$ cat src/rtl/flexbex_dmem_arbiter.sv
// flexbex_dmem_arbiter: shares SRAM RW port 0 between the ibex data port
// and the eFPGA fabric master, producing gnt/rvalid responses and a conflict count.
module flexbex_dmem_arbiter #(
    parameter int ADDR_W     = 12,
    parameter int SRAM_AW    = 8,
    parameter int DATA_W     = 32,
    parameter int FIXED_PRIO = 0,
    parameter int CNT_W      = 16
) (
    input  logic                clk,
    input  logic                reset,
    input  logic                core_req_i,
    input  logic                core_we_i,
    input  logic [DATA_W/8-1:0] core_be_i,
    input  logic [ADDR_W-1:0]   core_addr_i,
    input  logic [DATA_W-1:0]   core_wdata_i,
    output logic                core_gnt_o,
    output logic                core_rvalid_o,
    output logic [DATA_W-1:0]   core_rdata_o,
    output logic                core_err_o,
    input  logic                fab_req_i,
    input  logic                fab_we_i,
    input  logic [DATA_W/8-1:0] fab_be_i,
    input  logic [ADDR_W-1:0]   fab_addr_i,
    input  logic [DATA_W-1:0]   fab_wdata_i,
    output logic                fab_gnt_o,
    output logic                fab_rvalid_o,
    output logic [DATA_W-1:0]   fab_rdata_o,
    output logic                fab_err_o,
    output logic                sram_csb0_o,
    output logic                sram_web0_o,
    output logic [DATA_W/8-1:0] sram_wmask0_o,
    output logic [SRAM_AW-1:0]  sram_addr0_o,
    output logic [DATA_W-1:0]   sram_din0_o,
    input  logic [DATA_W-1:0]   sram_dout0_i,
    output logic [CNT_W-1:0]    conflict_cnt_o
);

    typedef enum logic {
        OWN_CORE = 1'b0,
        OWN_FAB  = 1'b1
    } owner_e;

    owner_e rr_ptr;
    owner_e rsp_owner;
    logic   rsp_valid;
    logic   rsp_read;
    logic   rsp_err;

    logic                both_req;
    logic                core_win;
    logic                fab_win;
    logic                any_gnt;
    logic                sel_we;
    logic [DATA_W/8-1:0] sel_be;
    logic [ADDR_W-1:0]   sel_addr;
    logic [DATA_W-1:0]   sel_wdata;
    logic                in_range;
    logic [DATA_W-1:0]   rsp_data;
    logic                unused_addr_lsb;

    assign both_req = core_req_i & fab_req_i;

    // Pick at most one winner; nothing is granted while reset is held.
    always_comb begin
        core_win = 1'b0;
        fab_win  = 1'b0;
        if (!reset) begin
            if (both_req) begin
                if (FIXED_PRIO != 0 || rr_ptr == OWN_CORE) begin
                    core_win = 1'b1;
                end else begin
                    fab_win = 1'b1;
                end
            end else begin
                core_win = core_req_i;
                fab_win  = fab_req_i;
            end
        end
    end

    assign core_gnt_o = core_win;
    assign fab_gnt_o  = fab_win;
    assign any_gnt    = core_win | fab_win;

    // Route the winning request's fields toward the SRAM.
    always_comb begin
        sel_we    = core_we_i;
        sel_be    = core_be_i;
        sel_addr  = core_addr_i;
        sel_wdata = core_wdata_i;
        if (fab_win) begin
            sel_we    = fab_we_i;
            sel_be    = fab_be_i;
            sel_addr  = fab_addr_i;
            sel_wdata = fab_wdata_i;
        end
    end

    assign in_range        = (sel_addr[ADDR_W-1:SRAM_AW+2] == '0);
    assign unused_addr_lsb = ^sel_addr[1:0];

    // Drive the macro only for an in-range grant; otherwise park it idle.
    always_comb begin
        sram_csb0_o   = 1'b1;
        sram_web0_o   = 1'b1;
        sram_wmask0_o = '0;
        sram_addr0_o  = '0;
        sram_din0_o   = '0;
        if (any_gnt && in_range) begin
            sram_csb0_o   = 1'b0;
            sram_web0_o   = ~sel_we;
            sram_wmask0_o = sel_be;
            sram_addr0_o  = sel_addr[SRAM_AW+1:2];
            sram_din0_o   = sel_wdata;
        end
    end

    // Remember who was granted so the response lands one cycle later.
    always_ff @(posedge clk or posedge reset) begin
        if (reset) begin
            rsp_valid <= 1'b0;
            rsp_owner <= OWN_CORE;
            rsp_read  <= 1'b0;
            rsp_err   <= 1'b0;
        end else begin
            rsp_valid <= any_gnt;
            rsp_owner <= fab_win ? OWN_FAB : OWN_CORE;
            rsp_read  <= any_gnt & ~sel_we;
            rsp_err   <= any_gnt & ~in_range;
        end
    end

    // Hand priority to the loser after every contended grant.
    always_ff @(posedge clk or posedge reset) begin
        if (reset) begin
            rr_ptr <= OWN_CORE;
        end else if (both_req && FIXED_PRIO == 0) begin
            rr_ptr <= (rr_ptr == OWN_CORE) ? OWN_FAB : OWN_CORE;
        end
    end

    // Saturating count of cycles where both masters request.
    always_ff @(posedge clk or posedge reset) begin
        if (reset) begin
            conflict_cnt_o <= '0;
        end else if (both_req && conflict_cnt_o != {CNT_W{1'b1}}) begin
            conflict_cnt_o <= conflict_cnt_o + CNT_W'(1);
        end
    end

    assign rsp_data = (rsp_valid && rsp_read && !rsp_err) ? sram_dout0_i : '0;

    assign core_rvalid_o = rsp_valid && (rsp_owner == OWN_CORE);
    assign fab_rvalid_o  = rsp_valid && (rsp_owner == OWN_FAB);
    assign core_err_o    = core_rvalid_o & rsp_err;
    assign fab_err_o     = fab_rvalid_o & rsp_err;
    assign core_rdata_o  = core_rvalid_o ? rsp_data : '0;
    assign fab_rdata_o   = fab_rvalid_o ? rsp_data : '0;

endmodule
$ cat config.mk
export PLATFORM = sky130hd
export DESIGN_NAME = flexbex_dmem_arbiter
export DESIGN_NICKNAME = d
export VERILOG_FILES = /design/src/rtl/flexbex_dmem_arbiter.sv
export SDC_FILE = /design/constraint.sdc
export NUM_CORES = 1
export LEC_CHECK = 0
export CAP_MARGIN = 20
export CORE_AREA = 2 2 103 105
export DETAILED_ROUTE_END_ITERATION = 6
export DIE_AREA = 0 0 105 107
export PLACE_DENSITY = 0.72
export SYNTH_ARGS = -nofsm -noshare
export SYNTH_HDL_FRONTEND = slang
export SYNTH_SLANG_ARGS = --single-unit
$ cat constraint.sdc
create_clock -name clk -period 7.03 [get_ports clk]
set_clock_uncertainty 0.1 [all_clocks]
set_input_delay 1.7575 -clock clk [delete_from_list [all_inputs] [get_ports clk]]
set_output_delay 1.7575 -clock clk [all_outputs]
set_load 0.01 [all_outputs]
==> flow_summary.html <==
<table>
<tr><th>Metric</th><th>Value</th></tr>
<tr><th colspan="2">Status</th></tr>
<tr><td>Status</td><td>finished clean</td></tr>
<tr><th colspan="2">Critical path</th></tr>
<tr><td>Top fanout value on the critical path</td><td>28</td></tr>
<tr><td>Worst endpoint required time</td><td>between 5 and 6 ns</td></tr>
<tr><td>Crit path kind</td><td>input pin to output pin</td></tr>
<tr><td>Arrival time of data at the critical path endpoint</td><td>roughly 4.4 ns</td></tr>
<tr><td>Slowest stage cell on the critical path</td><td>sky130_fd_sc_hd__clkdlybuf4s50_1</td></tr>
<tr><td>Delay of the slowest critical-path stage</td><td>just under 0.6 ns</td></tr>
<tr><td>Critical Path End Type</td><td>output pin</td></tr>
<tr><td>Kind of launch point of the worst setup path</td><td>input pin</td></tr>
<tr><td>Cell-by-cell listing of the critical path</td><td>clkdlybuf4s50_1, inv_1, buf_4, nand3_2, inv_2, buf_4, nand2_1, a21oi_1, clkdlybuf4s50_1</td></tr>
<tr><th colspan="2">Floorplan</th></tr>
<tr><td>Core Area</td><td>10100 um^2</td></tr>
<tr><td>Starting density of the core</td><td>0.206</td></tr>
<tr><td># rows</td><td>37</td></tr>
<tr><td>Die area</td><td>around 11000 um^2</td></tr>
<tr><td>Horizontal die dimension</td><td>about 110 um</td></tr>
<tr><td>Number of top-level pins</td><td>266</td></tr>
<tr><td>Die Height</td><td>around 110 um</td></tr>
<tr><th colspan="2">Timing</th></tr>
<tr><td>RSZ-0062 raised after global routing</td><td>no</td></tr>
<tr><td>Transition time at the pin with the least slew margin</td><td>between 0.7 and 0.8 ns</td></tr>
<tr><td>Max Fclk</td><td>between 150 and 200 MHz</td></tr>
<tr><td>Final critical-path required period</td><td>around 6.3 ns</td></tr>
<tr><td>Max-slew violations</td><td>0</td></tr>
<tr><td>Count of endpoints failing setup in the final report</td><td>0</td></tr>
<tr><td>Max-Slew Margin vs Limit</td><td>0.474</td></tr>
<tr><td>Hold Violations, Final</td><td>0</td></tr>
<tr><td>Accumulated negative setup slack</td><td>0 ns</td></tr>
<tr><td>Final period utilization</td><td>0.892</td></tr>
<tr><th colspan="2">Place</th></tr>
<tr><td>Final Wtd Congestion</td><td>0.848</td></tr>
<tr><td>Port Buffer Count</td><td>261</td></tr>
<tr><td>Cell Count Post-Placement</td><td>approximately 700</td></tr>
<tr><td>Detailed placer's ending HPWL</td><td>between 8000 and 9000 um</td></tr>
<tr><td>Total placed instance area</td><td>4830 um^2</td></tr>
<tr><th colspan="2">CTS</th></tr>
<tr><td>Worst-case clock buffer depth</td><td>2</td></tr>
<tr><td>Worst-path clk slew</td><td>0.08 ns</td></tr>
<tr><td>CTS tree</td><td>done</td></tr>
<tr><td>Number of setup buffers added after CTS</td><td>0</td></tr>
<tr><td>Clk Latency, worst-skew pair</td><td>between 0.2 and 0.3 ns</td></tr>
<tr><td>Cts repair resizes</td><td>0</td></tr>
<tr><td>CTS Buf Count</td><td>3</td></tr>
<tr><td>Number of clock sinks</td><td>21</td></tr>
<tr><td>Number of buffers added to fix hold violations after cts</td><td>0</td></tr>
<tr><td>Clock tree root driver cell</td><td>sky130_fd_sc_hd__clkbuf_8</td></tr>
<tr><td>Number of H-tree levels</td><td>1</td></tr>
<tr><th colspan="2">Hold path</th></tr>
<tr><td>Worst hold path type</td><td>register to register</td></tr>
<tr><th colspan="2">Synthesis</th></tr>
<tr><td>Portion of the post-synthesis area used by sequential elements</td><td>0.252</td></tr>
<tr><td>Async set or reset register ratio after synthesis</td><td>1.00</td></tr>
<tr><td>Fraction of post-synthesis cell area in the top cell type by area</td><td>0.252</td></tr>
<tr><td>Synthesized area divided by synthesized cell count</td><td>about 6.7 um^2</td></tr>
<tr><td>Number of warnings printed during yosys synthesis</td><td>0</td></tr>
<tr><td>Number of flip-flops and latches in the synthesized netlist</td><td>21</td></tr>
<tr><td>Number of enable-type register cells in the synthesized netlist</td><td>0</td></tr>
<tr><td>Number of nets in the synthesized netlist</td><td>between 400 and 500</td></tr>
<tr><td>Largest cells by area after synthesis</td><td>sky130_fd_sc_hd__dfrtp_1 (25%), sky130_fd_sc_hd__and2_1 (21%), sky130_fd_sc_hd__nand2_1 (17%)</td></tr>
<tr><td>Most common cell in the netlist</td><td>sky130_fd_sc_hd__nand2_1</td></tr>
<tr><td>Post-Syn Area</td><td>between 2000 and 2500 um^2</td></tr>
<tr><td>Top cells by instance count after synthesis</td><td>sky130_fd_sc_hd__nand2_1 (95), sky130_fd_sc_hd__and2_1 (70), sky130_fd_sc_hd__a21oi_1 (44)</td></tr>
<tr><td>Number of library cell types mapped by synthesis</td><td>33</td></tr>
<tr><td>Biggest area consumer among synthesized cells</td><td>sky130_fd_sc_hd__dfrtp_1</td></tr>
<tr><td>Main synth FF type</td><td>sky130_fd_sc_hd__dfrtp_1</td></tr>
<tr><td>Syn Inst Count</td><td>just over 300</td></tr>
<tr><th colspan="2">Route</th></tr>
<tr><td>DR vias</td><td>a little over 3000</td></tr>
<tr><td>Initial DRT Pass Iterations</td><td>4</td></tr>
<tr><td>Residual antenna-violating net count after detailed routing</td><td>0</td></tr>
<tr><td>Via density per instance</td><td>~4.4</td></tr>
<tr><td>Violation count after the first detailed-routing iteration</td><td>between 200 and 250</td></tr>
<tr><td>Total wire length after detailed routing</td><td>just over 10000 um</td></tr>
<tr><td>Detailed-route DRC error count</td><td>0</td></tr>
<tr><td>Wire length per cell</td><td>14.6 um</td></tr>
<tr><th colspan="2">Final layout</th></tr>
<tr><td>Nets</td><td>between 600 and 700</td></tr>
<tr><td>Layout cell share with drive strength beyond 1</td><td>0.0320</td></tr>
<tr><td>Layout Cells excl Fill</td><td>approximately 700</td></tr>
<tr><td>Layout Area Growth over Synthesis</td><td>134%</td></tr>
<tr><td>Diode count</td><td>0</td></tr>
<tr><td>Final non-filler cell area</td><td>between 4000 and 5000 um^2</td></tr>
<tr><th colspan="2">Global route</th></tr>
<tr><td>Global-route wire length before repair</td><td>15100 um</td></tr>
<tr><td>Overall fraction of global-route tracks in use</td><td>0.164</td></tr>
<tr><td>Vias in the first global route</td><td>2928</td></tr>
<tr><td>Antenna violations before repair</td><td>0</td></tr>
<tr><td>Overflow left after global routing</td><td>0</td></tr>
<tr><td>Maximum number of pins on one net before global-route repair</td><td>45</td></tr>
<tr><th colspan="2">Power</th></tr>
<tr><td>Power consumption</td><td>about 500 uW</td></tr>
<tr><td>Pwr Density</td><td>between 100 and 150 nW/um^2</td></tr>
<tr><td>Peak VDD IR</td><td>~0.090 mV</td></tr>
<tr><td>Leakage dissipation</td><td>just under 2 nW</td></tr>
<tr><th colspan="2">Job</th></tr>
<tr><td>Number of max-cap violations</td><td>0</td></tr>
</table>
-- flip-flops by register name, summed over array words and instances (netlist names) --
register	flops
conflict_cnt_o	16
rr_ptr	1
rsp_err	1
rsp_owner	1
rsp_read	1
rsp_valid	1
-- metrics by stage --
stage | setup WS (ns) | utilization | hold WS, ns
floorplan | 1.83 | - | 0.358
global placement | 0.809 | 0.478 | 0.381
detailed placement | 0.747 | 0.478 | 0.397
CTS | 0.733 | 0.483 | 0.414
global route | 0.482 | 0.483 | 0.427
finish | 0.756 | 0.483 | 0.409
-- critical path: cells and delay by family --
family / cells / cell delay [ns]
AOI/OAI and AO/OA: 1 / 0.20
and+or+nand+nor: 2 / 0.22
buffers and inverters: 6 / 2.22
-- layer usage --
| layer | wire length (um) | global-route usage |
|---|---|---|
| met2 | 5080 | 0.301 |
| met4 | 110 | 0.0276 |
| met5 | 0 | 0 |
| met1 | 4170 | 0.199 |
| met3 | 821 | 0.0347 |
-- area by class of cell --
type	count	area, um^2
clock inverter	1	7.51
clock buffer	3	41.3
timing repair buffer	266	2650
tap	136	170
multi-input combinational	269	1470
inverter	2	7.51
sequential	21	526
fill	996	5220
-- power breakdown --
part / leakage, nW / internal (mW) / switching [mW]
logic: 1.64 / 0.158 / 0.104
registers: 0.276 / 0.142 / 0.0257
clock network: 0.0217 / 0.0400 / 0.0427
total: 1.94 / 0.340 / 0.172
-- cells by family after synthesis --
| kind of cell | after synthesis | synth area share |
|---|---|---|
| DFF | 21 | 0.252 |
| adders and majority gates | 1 | 0.00601 |
| and+or+nand+nor | 202 | 0.494 |
| xor gates and xnor gates | 14 | 0.0589 |
| buffers and inverters | 21 | 0.0462 |
| muxes | 2 | 0.0120 |
| AOI/OAI and AO/OA | 50 | 0.130 |
-- layout by cell type, fill, tap and decap left out, types with 2 or more instances in the layout --
cell	instances
sky130_fd_sc_hd__clkdlybuf4s50_1	261
sky130_fd_sc_hd__nand2_1	95
sky130_fd_sc_hd__and2_1	70
sky130_fd_sc_hd__a21oi_1	44
sky130_fd_sc_hd__dfrtp_1	21
sky130_fd_sc_hd__xnor2_1	8
sky130_fd_sc_hd__nand4_1	6
sky130_fd_sc_hd__nor4_1	6
sky130_fd_sc_hd__xor2_1	6
sky130_fd_sc_hd__buf_4	5
sky130_fd_sc_hd__nand3_1	4
sky130_fd_sc_hd__nor2_1	4
sky130_fd_sc_hd__and3_1	3
sky130_fd_sc_hd__clkbuf_8	3
sky130_fd_sc_hd__nand4_2	2
sky130_fd_sc_hd__and3_2	2
sky130_fd_sc_hd__nor2b_1	2
sky130_fd_sc_hd__and3b_1	2
sky130_fd_sc_hd__nor3_1	2
-- final timing paths --
path                                      to               from  depth (start not counted)  slack [ns]
min reg2reg                           rr_ptr             rr_ptr                          1        0.41
max in group asynchronous  conflict_cnt_o[5]              reset                          3        4.62
max                          sram_din0_o[11]              reset                          9        0.76
max reg2reg                conflict_cnt_o[1]  conflict_cnt_o[0]                          4        5.03
min                                   rr_ptr             rr_ptr                          1        0.41
min in group asynchronous            rsp_err              reset                          2        1.68
Power figures use the tool's default switching activity.
